<file path="src/rtl/fifo_flex.sv">
// Valid/ready FIFO with arbitrary depth, optional empty-bypass path, synchronous flush,
// registered fill count and programmable almost-full/almost-empty flags.

module fifo_flex_chk #(
    parameter int DEPTH  = 8,
    parameter bit BYPASS = 1'b1,
    parameter int CNT_W  = 4
) (
    input logic             clk,
    input logic             rst,
    input logic [CNT_W-1:0] count,
    input logic             wr,
    input logic             rd
);
    a_count_range: assert property (@(posedge clk) disable iff (rst)
        count <= CNT_W'(DEPTH));
    a_no_underflow: assert property (@(posedge clk) disable iff (rst)
        (rd && (count == '0)) |-> (BYPASS && wr));
    a_no_overflow: assert property (@(posedge clk) disable iff (rst)
        (wr && (count == CNT_W'(DEPTH))) |-> rd);
endmodule

module fifo_flex #(
    parameter int WIDTH  = 8,
    parameter int DEPTH  = 8,
    parameter bit BYPASS = 1'b1,
    localparam int PTR_W = $clog2(DEPTH),
    localparam int CNT_W = $clog2(DEPTH + 1)
) (
    input  logic             clk,
    input  logic             rst,
    input  logic             flush,
    input  logic [WIDTH-1:0] in_data,
    input  logic             in_valid,
    output logic             in_ready,
    output logic [WIDTH-1:0] out_data,
    output logic             out_valid,
    input  logic             out_ready,
    output logic [CNT_W-1:0] count,
    input  logic [CNT_W-1:0] af_level,
    input  logic [CNT_W-1:0] ae_level,
    output logic             almost_full,
    output logic             almost_empty
);
    logic [WIDTH-1:0] r_mem [DEPTH];
    logic [PTR_W-1:0] r_rd_ptr;
    logic [PTR_W-1:0] r_wr_ptr;
    logic [CNT_W-1:0] r_count;
    logic             w_empty;
    logic             w_full;
    logic             w_wr;
    logic             w_rd;

    // Depth need not be a power of two, so wrap explicitly at the last slot.
    function automatic logic [PTR_W-1:0] f_ptr_next(input logic [PTR_W-1:0] ptr);
        if (ptr == PTR_W'(DEPTH - 1)) begin
            f_ptr_next = '0;
        end else begin
            f_ptr_next = ptr + PTR_W'(1);
        end
    endfunction

    // Handshake decode: reset and flush block both sides for the whole cycle.
    always_comb begin
        w_empty = (r_count == '0);
        w_full  = (r_count == CNT_W'(DEPTH));
        if (rst || flush) begin
            in_ready  = 1'b0;
            out_valid = 1'b0;
        end else if (BYPASS) begin
            out_valid = !w_empty || in_valid;
            in_ready  = !w_full || out_ready;
        end else begin
            out_valid = !w_empty;
            in_ready  = !w_full;
        end
        if (BYPASS && w_empty) begin
            out_data = in_data;
        end else begin
            out_data = r_mem[r_rd_ptr];
        end
        w_wr = in_valid && in_ready;
        w_rd = out_valid && out_ready;
    end

    // Pointer and occupancy state; a pass-through moves both pointers so net state is unchanged.
    always_ff @(posedge clk) begin
        if (rst || flush) begin
            r_rd_ptr <= '0;
            r_wr_ptr <= '0;
            r_count  <= '0;
        end else begin
            if (w_wr) begin
                r_wr_ptr <= f_ptr_next(r_wr_ptr);
            end
            if (w_rd) begin
                r_rd_ptr <= f_ptr_next(r_rd_ptr);
            end
            if (w_wr && !w_rd) begin
                r_count <= r_count + CNT_W'(1);
            end else if (!w_wr && w_rd) begin
                r_count <= r_count - CNT_W'(1);
            end else begin
                r_count <= r_count;
            end
        end
    end

    // Storage array; intentionally not reset.
    always_ff @(posedge clk) begin
        if (w_wr) begin
            r_mem[r_wr_ptr] <= in_data;
        end
    end

    assign count        = r_count;
    assign almost_full  = (r_count >= af_level);
    assign almost_empty = (r_count <= ae_level);

    fifo_flex_chk #(
        .DEPTH  (DEPTH),
        .BYPASS (BYPASS),
        .CNT_W  (CNT_W)
    ) u_chk (
        .clk   (clk),
        .rst   (rst),
        .count (r_count),
        .wr    (w_wr),
        .rd    (w_rd)
    );
endmodule

</file>
<file path="config.mk">
export PLATFORM = sky130hd
export DESIGN_NAME = fifo_flex
export DESIGN_NICKNAME = d
export VERILOG_FILES = /design/src/rtl/fifo_flex.sv
export SDC_FILE = /design/constraint.sdc
export NUM_CORES = 1
export LEC_CHECK = 0
export CORE_ASPECT_RATIO = 0.75
export CORE_MARGIN = 1
export CORE_UTILIZATION = 55
export DETAILED_ROUTE_END_ITERATION = 10
export GPL_ROUTABILITY_DRIVEN = 0
export PLACE_DENSITY = 0.78
export SLEW_MARGIN = 5
export SYNTH_ARGS = -nofsm -noshare
export SYNTH_HDL_FRONTEND = slang
export SYNTH_SLANG_ARGS = --single-unit
export TNS_END_PERCENT = 1
</file>
<file path="constraint.sdc">
create_clock -name clk -period 7.3 [get_ports clk]
set_input_delay 0.73 -clock clk [delete_from_list [all_inputs] [get_ports clk]]
set_output_delay 0.73 -clock clk [all_outputs]
set_load 0.01 [all_outputs]
</file>
## After elaboration in Yosys (flattened, before gate mapping)

Memories as Yosys holds them, arrays and structs flattened. A register that Yosys moved wholly into a read port is not among the register bits.
Index checks and enable logic that the tools add are counted.

| operators by class | value |
|---|---|
| $add $sub $neg | 4 |
| equal/unequal tests | 3 |
| reduce and logical (&&, ||, !) cells | 13 |
| multiplexer cells | 11 |
| $lt $le $gt $ge | 2 |

Operators with widths:

| cell | number |
|---|---|
| $mux 3 | 4 |
| $mux 4 | 2 |
| $mux 8 | 1 |
| $add 3x1->3 const B | 2 |
| $eq 3x3->1 const B | 2 |
| $add 4x1->4 const B | 1 |
| $eq 4x4->1 const B | 1 |
| $ge 4x4->1 | 1 |
| $le 4x4->1 | 1 |
| $logic_and 1x1->1 | 4 |
| $logic_not 1->1 | 4 |
| $logic_not 4->1 | 1 |
| $mux 1 | 4 |
| $sub 4x1->4 const B | 1 |
| $logic_or 1x1->1 | 3 |
| $reduce_bool 2->1 | 1 |

| storage, ports and cells | value |
|---|---|
| memory bits (writable) | 64 |
| input bits | 21 |
| memories | 1 |
| flip-flop bits (word level) | 10 |
| output and inout bits | 16 |
| logic and storage cells | 37 |

Memory list:

| name | depth | width | read ports | clocked after memory_dff | wr ports | line | RTL |
|---|---|---|---|---|---|---|---|
| r_mem | 8 | 8 | 1 | 1 | 1 | 45 | `logic [WIDTH-1:0] r_mem [DEPTH];` |

## Logic depth before layout (Yosys ltp)

| logic depth | value |
|---|---|
| depth in word-level cells | 9 |
| mapped depth | 11 |
| gate-level depth less buffers | 11 |

## Worst setup path before layout

No wires, ideal clock.

| timing path | value |
|---|---|
| path kind | in2reg |
| start point | input flush |
| end point | register r_count[3], in the netlist count[3] |
| buffers on the path | 2 |
| required time | 7243 ps |
| arrival time | 2710 ps |
| setup slack | 4533 ps |
| stages on the path | 11 |
| library setup time | 57 ps |
| cell sequence | or2_2 -> clkbuf_1 -> clkbuf_1 -> nor2_1 -> ha_1 -> inv_1 -> ha_1 -> a21oi_1 -> a211o_1 -> a211oi_1 -> a31o_2 |

| on the way | value |
|---|---|
| cells in the longest elaborated chain, start to end | 6 |
| elaborated cells between the ends (all ways) | 11 |
| those cells by class | 3 x mux; 8 x reduce/logical |

Ends and longest elaborated chain:

| item | line | RTL |
|---|---|---|
| from (decl) | 32 | `input logic flush,` |
| $logic_or 1x1->1 * | 67 | `if (rst \|\| flush) begin` |
| $mux 1 * | 67 |  |
| $logic_and 1x1->1 * | 82 | `w_wr = in_valid && in_ready;` |
| net w_wr | 51 | `logic w_wr;` |
| $logic_not 1->1 | 101 | `end else if (!w_wr && w_rd) begin` |
| $logic_and 1x1->1 | 101 |  |
| $reduce_bool 2->1 (no line) | n/a |  |
| to (signal assigned) | 100 | `r_count <= r_count + CNT_W'(1);` |
| to (signal assigned) | 102 | `r_count <= r_count - CNT_W'(1);` |
| to (signal assigned) | 104 | `r_count <= r_count;` |
| to (decl) | 48 | `logic [CNT_W-1:0] r_count;` |

The timed path passes the listed nets; every way through them passes the cells marked *.
A chain may end at the register's enable or synchronous reset.

## Worst setup path in the final report

| timing path | value |
|---|---|
| start point | input ae_level[1] |
| end point | output almost_empty |

| on the way | value |
|---|---|
| cells in the longest elaborated chain, start to end | 1 |

Ends and longest elaborated chain:

| item | line | RTL |
|---|---|---|
| from (decl) | 41 | `input logic [CNT_W-1:0] ae_level,` |
| $le 4x4->1 | 118 | `assign almost_empty = (r_count <= ae_level);` |
| to (decl) | 43 | `output logic almost_empty` |

Every way passes these cells.

==> results_dict.tcl <==
set metrics [dict create \
    cp.arrival_ns 2.65 \
    routed_wl_um 6623 \
    grt.overflow.total 0 \
    tritoncts "yes" \
    max_slew.worst_pin.slew_ns 1.195 \
    reg2reg_to "count[3]$_SDFFE_PP0P_" \
    hold_path.startpoint "r_rd_ptr[1]$_SDFFE_PP0P_" \
    io_buffers 36 \
    drive_above_1_share 0.1379 \
    skew_ns 0.01122 \
    final-max-slew-violation-count 0 \
    crit_required_ns 6.57 \
    synth_edf_count 64 \
    r2r_start "count[1]$_SDFFE_PP0P_" \
    setup_ws_ns 3.917 \
    setup.worst_path.class "in2out" \
    ant_nets 0 \
    yosysMostFrequentCell "edfxtp_1" \
    cp-start-kind "input pin" \
    synth.top_cells.by_area "edfxtp_1 56%, dfxtp_1 7.6%, mux2i_1 5.5%" \
    grt_pass1_vias 1992 \
    hold_depth 2 \
    place_area_mm2 0.003860 \
    fill_cells 407 \
    p_leak_nw 1.413 \
    cap_violations 0 \
    post-place-ws_ns 3.893 \
    viasPerCell 5.720 \
    grt_max_degree 33 \
    initial_core_util 0.5821 \
    postCtsHoldBufs 0 \
    drt-pass1-iter-count 4 \
    rr_worst_depth 11 \
    avgSynthCellArea_um2 13.94 \
    final_core_util 0.6849 \
    ir_worst_vdd_mv 0.1535 \
    gr-usage-all-layers 0.2162 \
    die_w_um 93.37 \
    fin_nets 322 \
    cp-end-kind "output port" \
    ctsResizeCount 0 \
    cts.sinks 77 \
    yosys_warnings 0 \
    die_area_mm2 0.006585 \
    clockBufferDepth 2 \
    fmax_mhz 295.6 \
    power_density_mw_per_mm2 217.3 \
    outcome "completed" \
    htreeDepth 3 \
    first_iter_violations 169 \
    synth_flop_cell "edfxtp_1" \
    ys_seq_area_frac 0.6337 \
    routedWlPerCell_um 18.00 \
    r2r_setup_slack_ns 4.36 \
    async_reset_ff_frac 0 \
    cp_max_fo 2 \
    die_y_um 70.53 \
    rsz0062_at_grt "no" \
    instances_no_fill 368 \
    synth_area_leader_cell "edfxtp_1" \
    post_cts_buffers 0 \
    finalInstanceArea_mm2 0.004051 \
    period_share 0.4634 \
    hold_viol 0 \
    clk_latency_ns 0.35 \
    setup-violations-final 0 \
    synthTopCellsByCount "64 x edfxtp_1, 19 x mux2i_1, 18 x nor2_1, 16 x mux2_2" \
    dp.cells 352 \
    rows 24 \
    synth_nets 284 \
    clk_pin_slew_ns 0.08 \
    grt_antenna_before_repair 0 \
    io_pins 37 \
    core_area_mm2 0.005916 \
    slew_headroom 0.1972 \
    netlist_area_mm2 0.003443 \
    setup_tns_ns 0 \
    netlist_instances 247 \
    ys_ff_latch 77 \
    yosysUniqueCellTypes 38 \
    synth_top_area_share 0.5581 \
    dp_hpwl_um 4409 \
    min_period_ns 3.383 \
    drc 0 \
    num_vias 2105 \
    root_buffer "clkbuf_8" \
    hp-class "reg2reg" \
    grt_pass1_wl_um 10220 \
    syn2layout_area_growth_pct 17.66 \
    numCtsBuffers 9 \
    antenna_cells 0 \
]
logic make-up after synthesis:
group,after synthesis,synth area share
adders and majority gates,16,0.06032
buffers and inverters,21,0.02616
muxes,35,0.1076
AOI/OAI and AO/OA,42,0.09012
xor gates and xnor gates,2,0.005088
and+or+nand+nor,54,0.07703
DFF,77,0.6337
layout make-up:
type / count / area (um2) / share of cell area
Multi-Input combinational cell: 149 / 1171 / 0.2891
Clock buffer: 10 / 127.6 / 0.03150
Clock inverter: 6 / 63.81 / 0.01575
Sequential cell: 77 / 2182 / 0.5386
Timing Repair Buffer: 37 / 367.9 / 0.09080
Tap cell: 78 / 97.59 / 0.02409
Inverter: 11 / 41.29 / 0.01019
where the power goes:
part	switching (W)	internal, W
sequential	0.00000366	0.000479
combinational	0.0000438	0.0000463
clock	0.000151	0.000157
total	0.000198	0.000682
through the flow:
stage | total power, W | hold slack [ns]
2_1_floorplan | 0.0005391 | 0.4496
3_3_place_gp | 0.0005789 | 0.4696
3_5_place_dp | 0.0005823 | 0.4799
4_1_cts | 0.0008832 | 0.4915
5_1_grt | 0.0009093 | 0.5011
6_report | 0.0008805 | 0.4896
registers in the layout, summed over array words and instances, names as in the netlist, named ones only:
signal    count
count         4
r_mem        64
r_rd_ptr      3
r_wr_ptr      3
placed cells by master, fill, tap and decap left out, types with 2 or more instances in the layout:
master           count
a21o_1               3
a21oi_1              7
a22oi_1              7
clkbuf_8             9
clkdlybuf4s50_1     36
clkinv_2             2
clkinvlp_4           2
dfxtp_1             13
edfxtp_1            64
ha_1                15
inv_1               11
mux2_2              16
mux2i_1             19
nand2_1             15
nand2b_1             5
nand3_1              2
nor2_1              18
nor2b_1              2
nor3_1               2
o21a_1               2
o21ai_0              9
o221ai_1             7
or3_1                4
or3b_2               2
worst max-delay path by stage:
stage,startpoint,end,slack [ns],cells after the start
floorplan,flush,count[3]$_SDFFE_PP0P_,4.53,11
global placement,ae_level[1],almost_empty,3.97,8
detailed placement,ae_level[1],almost_empty,3.89,8
CTS,ae_level[1],almost_empty,3.91,8
global route,ae_level[1],almost_empty,3.79,8
finish,ae_level[1],almost_empty,3.92,8
worst max-delay path, stage by stage:
cell and delay (ns):
clkdlybuf4s50_1 0.45, inv_1 0.04, ha_1 0.27, nor2b_1 0.13, o21a_1 0.16, o21a_1 0.15, o21ai_0 0.16, clkdlybuf4s50_1 0.57
layer usage:
metal / global-route usage / vias to the layer above / routed length (um)
met5: 0 / - / 0
met3: 0.05882 / 9 / 462
met4: 0.06838 / 0 / 96
li1: - / 1006 / -
met2: 0.3154 / 70 / 3019
met1: 0.3181 / 1020 / 3045
(Power assumes the default switching activity.)
